<file path="config.mk">
export PLATFORM = sky130hd
export DESIGN_NAME = baud_gen_prog
export DESIGN_NICKNAME = d
export VERILOG_FILES = /design/src/rtl/baud_pkg.sv /design/src/rtl/baud_gen_prog.sv
export SDC_FILE = /design/constraint.sdc
export NUM_CORES = 1
export LEC_CHECK = 0
export ABC_AREA = 1
export BUFFER_PORTS_ARGS = -buffer_cell sky130_fd_sc_hd__buf_2
export CORE_MARGIN = 10
export CORE_UTILIZATION = 61
export CTS_CLUSTER_DIAMETER = 40
export CTS_CLUSTER_SIZE = 10
export DETAILED_ROUTE_END_ITERATION = 16
export GPL_TIMING_DRIVEN = 0
export PLACE_DENSITY = 0.92
export SLEW_MARGIN = 20
export SYNTH_ARGS = -nofsm -noshare
export SYNTH_HDL_FRONTEND = slang
export SYNTH_SLANG_ARGS = --single-unit
</file>
<file path="constraint.sdc">
create_clock -name clock -period 2.66 [get_ports clock]
set_clock_uncertainty 0.2 [all_clocks]
set_input_delay 0.798 -clock clock [delete_from_list [all_inputs] [get_ports clock]]
set_output_delay 0.798 -clock clock [all_outputs]
set_load 0.02 [all_outputs]
</file>
<file path="src/rtl/baud_pkg.sv">
// Shared baud-rate settings and the divisor type used by the UART RX/TX
// and the configuration registers.
package baud_pkg;

  localparam int unsigned SYS_CLK_HZ   = 50_000_000;
  localparam int unsigned DIV_INT_W    = 16;
  localparam int unsigned DIV_FRAC_W   = 4;
  localparam int unsigned DEFAULT_DIV  = 163;
  localparam int unsigned DEFAULT_FRAC = 0;
  localparam int unsigned OVERSAMPLE   = 16;

  typedef struct packed {
    logic [DIV_INT_W-1:0]  div_int;
    logic [DIV_FRAC_W-1:0] div_frac;
  } baud_div_t;

  function automatic baud_div_t baud_div_default();
    baud_div_t d;
    d.div_int  = DIV_INT_W'(DEFAULT_DIV);
    d.div_frac = DIV_FRAC_W'(DEFAULT_FRAC);
    return d;
  endfunction

endpackage

</file>
<file path="src/rtl/baud_gen_prog.sv">
// Fractional, runtime-programmable baud generator: oversample tick, bit tick,
// shadowed divisor with switchover on period boundaries, and phase resync.
module baud_gen_prog #(
  parameter int unsigned N_BITS       = baud_pkg::DIV_INT_W,
  parameter int unsigned N_FRAC       = baud_pkg::DIV_FRAC_W,
  parameter int unsigned OVERSAMPLE   = baud_pkg::OVERSAMPLE,
  parameter int unsigned DEFAULT_DIV  = baud_pkg::DEFAULT_DIV,
  parameter int unsigned DEFAULT_FRAC = baud_pkg::DEFAULT_FRAC
) (
  input  logic              clock,
  input  logic              reset,
  input  logic              enable,
  input  logic              sync,
  input  logic [N_BITS-1:0] div_int,
  input  logic [N_FRAC-1:0] div_frac,
  input  logic              div_load,
  output logic              tick,
  output logic              bit_tick,
  output logic              div_pending
);

  localparam int unsigned       OS_W     = $clog2(OVERSAMPLE);
  localparam logic [N_BITS-1:0] DEF_INT  = (DEFAULT_DIV == 0) ? N_BITS'(1) : N_BITS'(DEFAULT_DIV);
  localparam logic [N_FRAC-1:0] DEF_FRAC = N_FRAC'(DEFAULT_FRAC);
  localparam logic [OS_W-1:0]   OS_LAST  = OS_W'(OVERSAMPLE - 1);

  // cnt is one bit wider so that last = max_int - 1 + carry still fits
  logic [N_BITS:0]   cnt_q, cnt_d;
  logic [N_FRAC-1:0] acc_q, acc_d;
  logic              ext_q, ext_d;
  logic [OS_W-1:0]   os_q, os_d;
  logic [N_BITS-1:0] act_int_q, act_int_d;
  logic [N_FRAC-1:0] act_frac_q, act_frac_d;
  logic [N_BITS-1:0] shd_int_q, shd_int_d;
  logic [N_FRAC-1:0] shd_frac_q, shd_frac_d;
  logic              pend_q, pend_d;
  logic              tick_q, tick_d;
  logic              bit_q, bit_d;

  logic [N_BITS-1:0] ld_int_s;
  logic [N_BITS:0]   last_s;
  logic [N_FRAC:0]   sum_s;
  logic              term_s;

  // Terminal-count and fractional-carry arithmetic
  always_comb begin
    ld_int_s = (div_int == '0) ? N_BITS'(1) : div_int;
    last_s   = {1'b0, act_int_q} + {{N_BITS{1'b0}}, ext_q} - (N_BITS + 1)'(1);
    sum_s    = {1'b0, acc_q} + {1'b0, act_frac_q};
    term_s   = (cnt_q == last_s);
  end

  // Next-state: sync > apply/terminal > count
  always_comb begin
    cnt_d      = cnt_q;
    acc_d      = acc_q;
    ext_d      = ext_q;
    os_d       = os_q;
    act_int_d  = act_int_q;
    act_frac_d = act_frac_q;
    pend_d     = pend_q;
    tick_d     = 1'b0;
    bit_d      = 1'b0;

    if (div_load) begin
      shd_int_d  = ld_int_s;
      shd_frac_d = div_frac;
      pend_d     = 1'b1;
    end else begin
      shd_int_d  = shd_int_q;
      shd_frac_d = shd_frac_q;
    end

    if (sync) begin
      cnt_d = '0;
      acc_d = '0;
      ext_d = 1'b0;
      os_d  = '0;
      if (div_load || pend_q) begin
        act_int_d  = shd_int_d;
        act_frac_d = shd_frac_d;
        pend_d     = 1'b0;
      end else begin
        pend_d = pend_q;
      end
    end else if (!enable) begin
      // Idle apply takes the shadow as it stood; a same-cycle load stays pending
      if (pend_q) begin
        cnt_d      = '0;
        acc_d      = '0;
        ext_d      = 1'b0;
        os_d       = '0;
        act_int_d  = shd_int_q;
        act_frac_d = shd_frac_q;
        pend_d     = div_load;
      end else begin
        cnt_d = cnt_q;
      end
    end else if (term_s) begin
      tick_d = 1'b1;
      bit_d  = (os_q == OS_LAST);
      if (div_load || pend_q) begin
        cnt_d      = '0;
        acc_d      = '0;
        ext_d      = 1'b0;
        os_d       = '0;
        act_int_d  = shd_int_d;
        act_frac_d = shd_frac_d;
        pend_d     = 1'b0;
      end else begin
        cnt_d = '0;
        acc_d = sum_s[N_FRAC-1:0];
        ext_d = sum_s[N_FRAC];
        os_d  = (os_q == OS_LAST) ? '0 : os_q + OS_W'(1);
      end
    end else begin
      cnt_d = cnt_q + (N_BITS + 1)'(1);
    end
  end

  // State register with synchronous reset to the default divisor
  always_ff @(posedge clock) begin
    if (reset) begin
      cnt_q      <= '0;
      acc_q      <= '0;
      ext_q      <= 1'b0;
      os_q       <= '0;
      act_int_q  <= DEF_INT;
      act_frac_q <= DEF_FRAC;
      shd_int_q  <= DEF_INT;
      shd_frac_q <= DEF_FRAC;
      pend_q     <= 1'b0;
      tick_q     <= 1'b0;
      bit_q      <= 1'b0;
    end else begin
      cnt_q      <= cnt_d;
      acc_q      <= acc_d;
      ext_q      <= ext_d;
      os_q       <= os_d;
      act_int_q  <= act_int_d;
      act_frac_q <= act_frac_d;
      shd_int_q  <= shd_int_d;
      shd_frac_q <= shd_frac_d;
      pend_q     <= pend_d;
      tick_q     <= tick_d;
      bit_q      <= bit_d;
    end
  end

  assign tick        = tick_q;
  assign bit_tick    = bit_q;
  assign div_pending = pend_q;

endmodule

</file>
* Word-level counts from Yosys, hierarchy flattened
Index checks and enable logic that the tools add are counted.
** Storage, ports and cells
- Output and inout bits :: 3
- Logic and storage cells :: 68
- Bits in registers :: 69
** Cells by class
- Equality and inequality tests :: 5
- Muxes and demuxes :: 36
- Bitwise gates (word level) :: 2
- Reductions and logical operators :: 9
- $add $sub $neg :: 5
** Operators with widths (number)
- two-way mux 16 bit :: 7
- two-way mux 4 bit :: 14
- two-way mux 17 bit :: 3
- adder 16 x 1 -> 17 bit :: 1
- adder 17 x 1 -> 17 bit, second input constant :: 1
- == test 17 bit :: 1
- subtractor 17 x 1 -> 17 bit, second input constant :: 1
- zero test 16 bit :: 1
- two-way mux 1 bit :: 12
- adder 4 x 4 -> 5 bit :: 1
- adder 4 x 1 -> 4 bit, second input constant :: 1
- == test 4 bit, second input constant :: 1
- != test 2 x 1 -> 1 bit, second input constant :: 2
- AND reduction 2 bit :: 2
- OR reduction 4 bit :: 1
- != test 3 x 1 -> 1 bit, second input constant :: 1
- nonzero test 3 bit :: 1
- OR reduction 3 bit :: 1
- inverter 1 bit :: 2
- nonzero test 2 bit :: 1
- OR reduction 2 bit :: 1
- logical OR 1 bit :: 1

* Depth between registers and ports, before layout
Gate-level depths: netlist (run 1).
- Depth after elaboration :: 7
- Depth in mapped cells :: 18

* Worst setup path before layout (run 1)
OpenSTA, ideal clock, no wires.
- Path type :: register to register
- Start :: register act_int_q[0]
- End :: register act_int_q[4]
- Data required time :: 2.344 ns
- Period minus slack after synthesis :: 2.463 ns
- Setup time :: 0.116 ns
- Path buffers :: 1
- Arrival :: 2.148 ns
- Cell stages (with the launch flop) :: 18
- Slack :: 0.197 ns
- Cell sequence :: dfxtp_1 inv_1 ha_1 ha_1 nand2_2 nor2_4 nand2_2 nor2_1 nand2_1 nand2_1 nand2_1 nor2_2 nand2_2 o21ai_4 nand2_4 buf_6 a21oi_1 nor2_1
** On the way
- Word-level cells in the longest chain between the ends :: 5
** Ends and longest elaborated chain
- from (decl) :: line baud_gen_prog.sv:32 : logic [N_BITS-1:0] act_int_q, act_int_d;
- from (signal assigned) :: line baud_gen_prog.sv:140 : act_int_q <= act_int_d;
- adder 16 x 1 -> 17 bit :: line baud_gen_prog.sv:48 : last_s = {1'b0, act_int_q} + {{N_BITS{1'b0}}, ext_q} - (N_BITS + 1)'(1);
- subtractor 17 x 1 -> 17 bit :: line baud_gen_prog.sv:48
- == test 17 bit :: line baud_gen_prog.sv:50 : term_s = (cnt_q == last_s);
- != test 3 x 1 -> 1 bit (no line)
- AND reduction 2 bit (no line)
Every way passes these cells.
A chain may end at the register's enable or synchronous reset.

* Final worst setup path (run 1)
- Start :: register act_int_q[0]
- End :: register act_int_q[3]
The elaborated chain is that of the path after synthesis.

==> metrics.yaml, run 1 <==
status: "finished with violations"
violations: "negative setup slack"
cts_max_path_buffers: 2
syn_area_per_cell_um2: 6.25
holdWs_ps: 284
max_freq_ghz: 0.352
dp_hpwl_mm: 9.45
post_drt_wl_per_cell_um: 17.1
grt_pass1_wl_mm: 21.2
portBuffers: 24
r2r_slack_ps: -180
crit_arrival_ps: 2920
num-nets-final: 806
total_power_uw: 2670
synth_ff_type: "dfxtp_1"
die-area_um2: 11200
fp.coreArea_um2: 7210
synth_edf_count: 0
num_vias: 5375
hold_viol_final: 0
ant_nets: 0
rsz0062_at_grt: "yes"
place_ws_ps: -328
synthCells: 719
syn_nets: 753
maxSlewHeadroom_pct: 42.6
setup_viol: 33
synth_area_leaders: "dfxtp_1, nand2_1, nor2_1, nand3_1, a21oi_1"
grt.total_usage_pct: 22.6
cts_tree: "built"
cts_root_buf: "clkbuf_8"
antennaDiodeCount: 0
worstSetupStartpoint: "act_int_q[0]"
layout-drive-gt1-share_pct: 18.5
htree_levels: 3
p_per_area_nw_per_um2: 496
async_reset_ff_share_pct: 0
start_kind: "flip-flop"
gp_congestion: 0.942
timing_worst_setup_path_type: "reg2reg"
drc: 0
required_ps: 2740
wirelength_mm: 14.9
grt_pass1_vias: 4748
clk_latency_ps: 360
crit_fanout: 10
yosys.area.top_type: "dfxtp_1"
final_util_pct: 74.6
irDropWorstVdd_v: 0.000366
hold_buffers: 0
hold_path_class: "reg2reg"
die_y_um: 106
io_pins: 28
setup_ws_ps: -179
holdCritStartpoint: "acc_q[2]"
r2r_start: "act_int_q[0]"
timing.final.crit_share_pct: 107
finalInstanceArea_um2: 5380
rows: 31
yosysUniqueCellTypes: 36
final_common_cell: "nand2_1"
antenna_found_initial: 0
final_cell_mix: "nand2_1, nor2_1, dfxtp_1"
yosys_warnings: 0
die_w_um: 106
drv_cap: 0
ys_ff_latch: 69
place_area_um2: 4740
numCtsBuffers: 9
grt_max_degree: 13
clock_sinks: 69
fin_crit_ps: 2840
worst-slew-pin-transition_ps: 861
synth_top_cell_area_share_pct: 30.7
drt-vias-per-instance: 6.14
first_pass_iters: 6
ys_seq_area_share_pct: 30.7
endpoint_kind: "flip-flop"
slew_violations: 0
drt_iter0_drc: 751
clkTransAtPathRegs_ps: 80
initial_core_util_pct: 62.3
overflow: 0
synth_area_um2: 4500
synthToLayoutAreaGrowth_pct: 19.6
leakage_uw: 0.00250
-- routing by layer --
| metal | GRT usage, % | vias up | share of wire (%) |
|---|---|---|---|
| li1 | - | 2426 | - |
| met1 | 26.2 | 2445 | 37 |
| met2 | 40.0 | 401 | 47 |
| met3 | 3.84 | 103 | 9.9 |
| met4 | 9.19 | 0 | 5.7 |
| met5 | 0 | - | 0 |
-- repair_timing --
action	CTS	global route
gates resized for setup	12	63
setup endpoints to repair	49	41
setup buffers	2	12
pin swaps	2	13
cloned	0	4
-- final timing paths --
| kind | endpoint | cells past startpoint |
|---|---|---|
| worst min-delay path | acc_q[2] | 2 |
| worst max register to register | act_int_q[3] | 17 |
| worst min register to register | acc_q[2] | 2 |
| worst max-delay path | act_int_q[3] | 17 |
-- cell usage after synthesis, types with 3 or more instances --
cell type	number
dfxtp_1	69
nand3b_1	5
nor4_1	5
clkinv_1	4
inv_1	62
nand3_2	9
ha_1	8
nand3_1	67
xor2_1	15
xnor2_1	4
o21ai_0	20
nor2_1	96
nand2_1	203
nor2_2	6
o22ai_1	7
buf_2	5
nand2_2	7
clkbuf_1	19
a21oi_1	65
mux2i_1	4
and2_1	4
nand4_1	9
nor3_1	8
buf_6	3
-- area by class of cell --
cell class | instances | area (µm²)
plain buffers | 29 | 158
clock inverters | 5 | 57.6
inverters | 68 | 258
well taps | 99 | 124
clock buffers | 11 | 151
fillers | 513 | 1830
flip-flops and latches | 69 | 1380
repair buffers | 41 | 294
multi-input cells | 554 | 2950
-- stage by stage --
stage	instances	setup TNS, ps
2_1_floorplan	719	0
3_3_place_gp	842	-7370
3_5_place_dp	842	-10820
4_1_cts	860	0
5_1_grt	876	-8430
6_report	876	-2750
-- power by group --
part / switching, µW / internal [µW] / total, µW
Combinational: 391 / 211 / 602
Sequential: 55.8 / 1080 / 1140
Clock: 444 / 486 / 930
-- worst max-delay path, stage by stage, from the launching register on --
cell      delay [ps]
dfxtp_2          370
inv_4             60
ha_4             170
ha_4             180
inv_2             90
nand2_1           80
nand3b_1         140
nand2_1           90
nor2_2           130
nand3_1          120
nor2_1           130
nand3_2          120
o21ai_4          240
buf_6            150
nand2_4           70
nand2_4          170
nor2_1            70
nor2_1           170
-- kinds of logic (layout without fill, tap and decap cells) --
family / after synthesis / count (layout) / share of synthesized area, %
XOR/XNOR: 19 / 19 / 3.70
multiplexers: 4 / 4 / 0.890
AO/OA/AOI/OAI: 97 / 97 / 11.5
adder cells (fa/ha/maj): 9 / 9 / 2.67
AND/OR/NAND/NOR: 424 / 425 / 41.8
buffers and inverters: 97 / 154 / 8.74
flip-flops: 69 / 69 / 30.7
-- flip-flops by register name, summed over array words and instances, names as in the netlist --
register     count
tick             1
shd_int_q       16
acc_q            4
ext_q            1
bit_tick         1
div_pending      1
os_q             4
cnt_q           17
shd_frac_q       4
act_frac_q       4
act_int_q       16
Power figures use the tool's default switching activity.
==> run 2: changes to the inputs <==
--- a/config.mk
+++ b/config.mk
@@ -7,13 +7,15 @@
 export LEC_CHECK = 0
 export ABC_AREA = 1
 export BUFFER_PORTS_ARGS = -buffer_cell sky130_fd_sc_hd__buf_2
+export CORE_ASPECT_RATIO = 1.1
 export CORE_MARGIN = 10
-export CORE_UTILIZATION = 61
+export CORE_UTILIZATION = 65
 export CTS_CLUSTER_DIAMETER = 40
 export CTS_CLUSTER_SIZE = 10
 export DETAILED_ROUTE_END_ITERATION = 16
 export GPL_TIMING_DRIVEN = 0
-export PLACE_DENSITY = 0.92
+export PLACE_DENSITY = 0.95
+export REMOVE_ABC_BUFFERS = 1
 export SLEW_MARGIN = 20
 export SYNTH_ARGS = -nofsm -noshare
 export SYNTH_HDL_FRONTEND = slang
==> constraint.sdc (replaced) <==
create_clock -name clock -period 3.7 [get_ports clock]
set_clock_uncertainty 0.2 [all_clocks]
set_input_delay 1.11 -clock clock [delete_from_list [all_inputs] [get_ports clock]]
set_output_delay 1.11 -clock clock [all_outputs]
set_load 0.02 [all_outputs]
==> run 2 against run 1 <==
  * The run now ends clean
  * Cell count is 6.8% lower
  * Hold slack worse by 6.4 ps
  * Clock power is 35% lower
  * Via count is 13% lower
  * Worst setup slack better by 490 ps
  * Register-to-register slack better by 610 ps
  * Critical path depth is 10 lower
  * Non-clock buffer count is 42 lower
  * Highest routed layer unchanged
  * First-iteration DRC count is 35% lower
  * Count of clock-buffer cells in the layout is 2 lower
==> metrics.yaml, run 2 (synthesized netlist as in run 1, its figures left out) <==
status: "finished clean"
portBuffers: 27  # +13%
timing_worst_setup_path_type: "in2reg"
die-area_um2: 10600  # -5.0%
rows: 31  # unchanged
final_cell_mix: "nand2_1, nor2_1, dfxtp_1"
rsz0062_at_grt: "no"
final_common_cell: "nand2_1"
r2r_slack_ps: 430  # +610 ps
final_cells: 816  # -6.8%
endpoint_kind: "flip-flop"
timing.final.crit_share_pct: 91.5
fp.coreArea_um2: 6670  # -7.5%
finalInstanceArea_um2: 4800  # -11%
clk_latency_ps: 380  # +20 ps
cp_common_cell: "nor2_1"
io_pins: 28  # unchanged
hold_path_class: "reg2reg"
crit_fanout: 28  # +18
grt_max_degree: 35  # +22
crit_arrival_ps: 3510  # +590 ps
r2r_start: "act_int_q[0]"
timing.rr.end: "act_int_q[7]"
maxSlewHeadroom_pct: 32.8  # -9.8 points
whs_path_depth: 2  # unchanged
drt_iter0_drc: 486  # -35%
drv_cap: 0  # unchanged
antennaDiodeCount: 0  # unchanged
largestRegisters: "cnt_q x17, act_int_q x16, shd_int_q x16"
gp_congestion: 0.916  # -2.8%
irDropWorstVdd_v: 0.000285  # -22%
drc: 0  # unchanged
leakage_uw: 0.00227  # -9.3%
final_util_pct: 71.9  # -2.7 points
overflow: 0  # unchanged
num-nets-final: 763  # -5.3%
holdCritStartpoint: "ext_q"
holdWs_ps: 278  # -6.42 ps
slowest_stage: "nor2_1"
largest_register_ffs: 17  # unchanged
path_cells: "buf_2 -> nor2_1 -> clkinv_2 -> or2_2 -> nand3_1 -> nand2_1 -> nor2_1"
die_w_um: 99.3  # -6.2%
die_y_um: 107  # +1.3%
hold_viol_final: 0  # unchanged
grt_pass1_wl_mm: 19.9  # -6.1%
required_ps: 3820  # +1080 ps
post_drt_wl_per_cell_um: 14.3  # -16%
rr_worst_depth: 17  # unchanged
antenna_found_initial: 0  # unchanged
place_area_um2: 4610  # -2.7%
synthToLayoutAreaGrowth_pct: 6.71
setup_viol: 0  # -100%
htree_levels: 3  # unchanged
cts_max_path_buffers: 2  # unchanged
slowest_delay_ps: 800  # +430 ps
fillCellCount: 539  # +5.1%
start_kind: "input port"
hold_buffers: 0  # unchanged
dp.cells: 800  # -5.0%
p_per_area_nw_per_um2: 366  # -26%
slew_violations: 0  # unchanged
dp_hpwl_mm: 8.25  # -13%
layout-drive-gt1-share_pct: 10.4  # -8.2 points
ant_nets: 0  # unchanged
min_to: "ext_q"
wirelength_mm: 11.7  # -22%
num_vias: 4672  # -13%
grt_pass1_vias: 4567  # -3.8%
initial_core_util_pct: 67.4  # +5.1 points
grt.total_usage_pct: 21.9  # -0.64 points
largest_register: "cnt_q"
clkTransAtPathRegs_ps: 100  # +20 ps
fin_crit_ps: 3390
numCtsBuffers: 9  # unchanged
max_freq_ghz: 0.295
worst-slew-pin-transition_ps: 1000  # +143 ps
cts_root_buf: "clkbuf_8"
cts_tree: "built"
first_pass_iters: 5  # -1
clock_sinks: 69  # unchanged
fin_tns_setup_ps: 0  # +2750 ps
drt-vias-per-instance: 5.73  # -6.7%
[run 2: cell count changes in the layout (fill, tap and decap cells not counted), moves of 3 or more]
cell | before | now
inv_1 | 59 | 62
nor2_1 | 91 | 95
clkbuf_1 | 19 | 0
nand2_1 | 190 | 203
nor2_2 | 10 | 7
a21oi_1 | 46 | 65
nand3_1 | 64 | 67
buf_4 | 12 | 0
buf_6 | 6 | 1
a21oi_2 | 18 | 0
nand2_4 | 11 | 2
nand2_2 | 12 | 7
[run 2: how the worst max path moves through the flow]
stage	from	end	slack, ps	cells past startpoint
5_1_grt	enable	act_int_q[2]	60	7
3_5_place_dp	enable	act_int_q[3]	-440	7
6_report	enable	act_int_q[3]	310	7
3_3_place_gp	div_load	act_int_q[11]	-920	8
2_1_floorplan	div_load	act_int_q[12]	400	7
4_1_cts	enable	act_int_q[3]	330	7
[run 2: critical path: cells and delay by family]
kind	cells	cell delay (ps)
buffers and inverters	2	780
and+or+nand+nor	5	1610
[run 2: final cells by class]
type,instances,area [µm²],share of cell area [%]
flip-flops and latches,69,1380,28.8
clock inverters,7,62.6,1.30
multi-input cells,553,2730,56.8
repair buffers,28,146,3.05
inverters,68,256,5.35
well taps,82,103,2.14
clock buffers,9,124,2.58
[run 2: metrics by stage]
step | power, µW | worst slack [ps]
2_1_floorplan | 1060 | 404
5_1_grt | 1830 | 57.7
3_5_place_dp | 1160 | -445
4_1_cts | 1750 | 329
3_3_place_gp | 1140 | -924
6_report | 1760 | 313
[run 2: what timing repair did]
item,4_1_cts,5_1_grt
setup endpoints to repair,6,0
resized for setup,1,0
buffers inserted,0,0
[run 2: where the power goes]
| group | internal [µW] | switching [µW] | total, µW | leakage [µW] |
|---|---|---|---|---|
| clock | 257 | 350 | 607 | 0.0000927 |
| combinational | 115 | 220 | 335 | 0.00161 |
| sequential | 777 | 39.3 | 816 | 0.000565 |
[run 2: per-layer routing]
layer / vias up / track usage (%) / part of all wire, %
met5: - / 0 / 0
met3: 40 / 4.17 / 6.7
met4: 0 / 12.4 / 3.5
li1: 2335 / - / -
met2: 207 / 36.6 / 47
met1: 2090 / 25.7 / 42
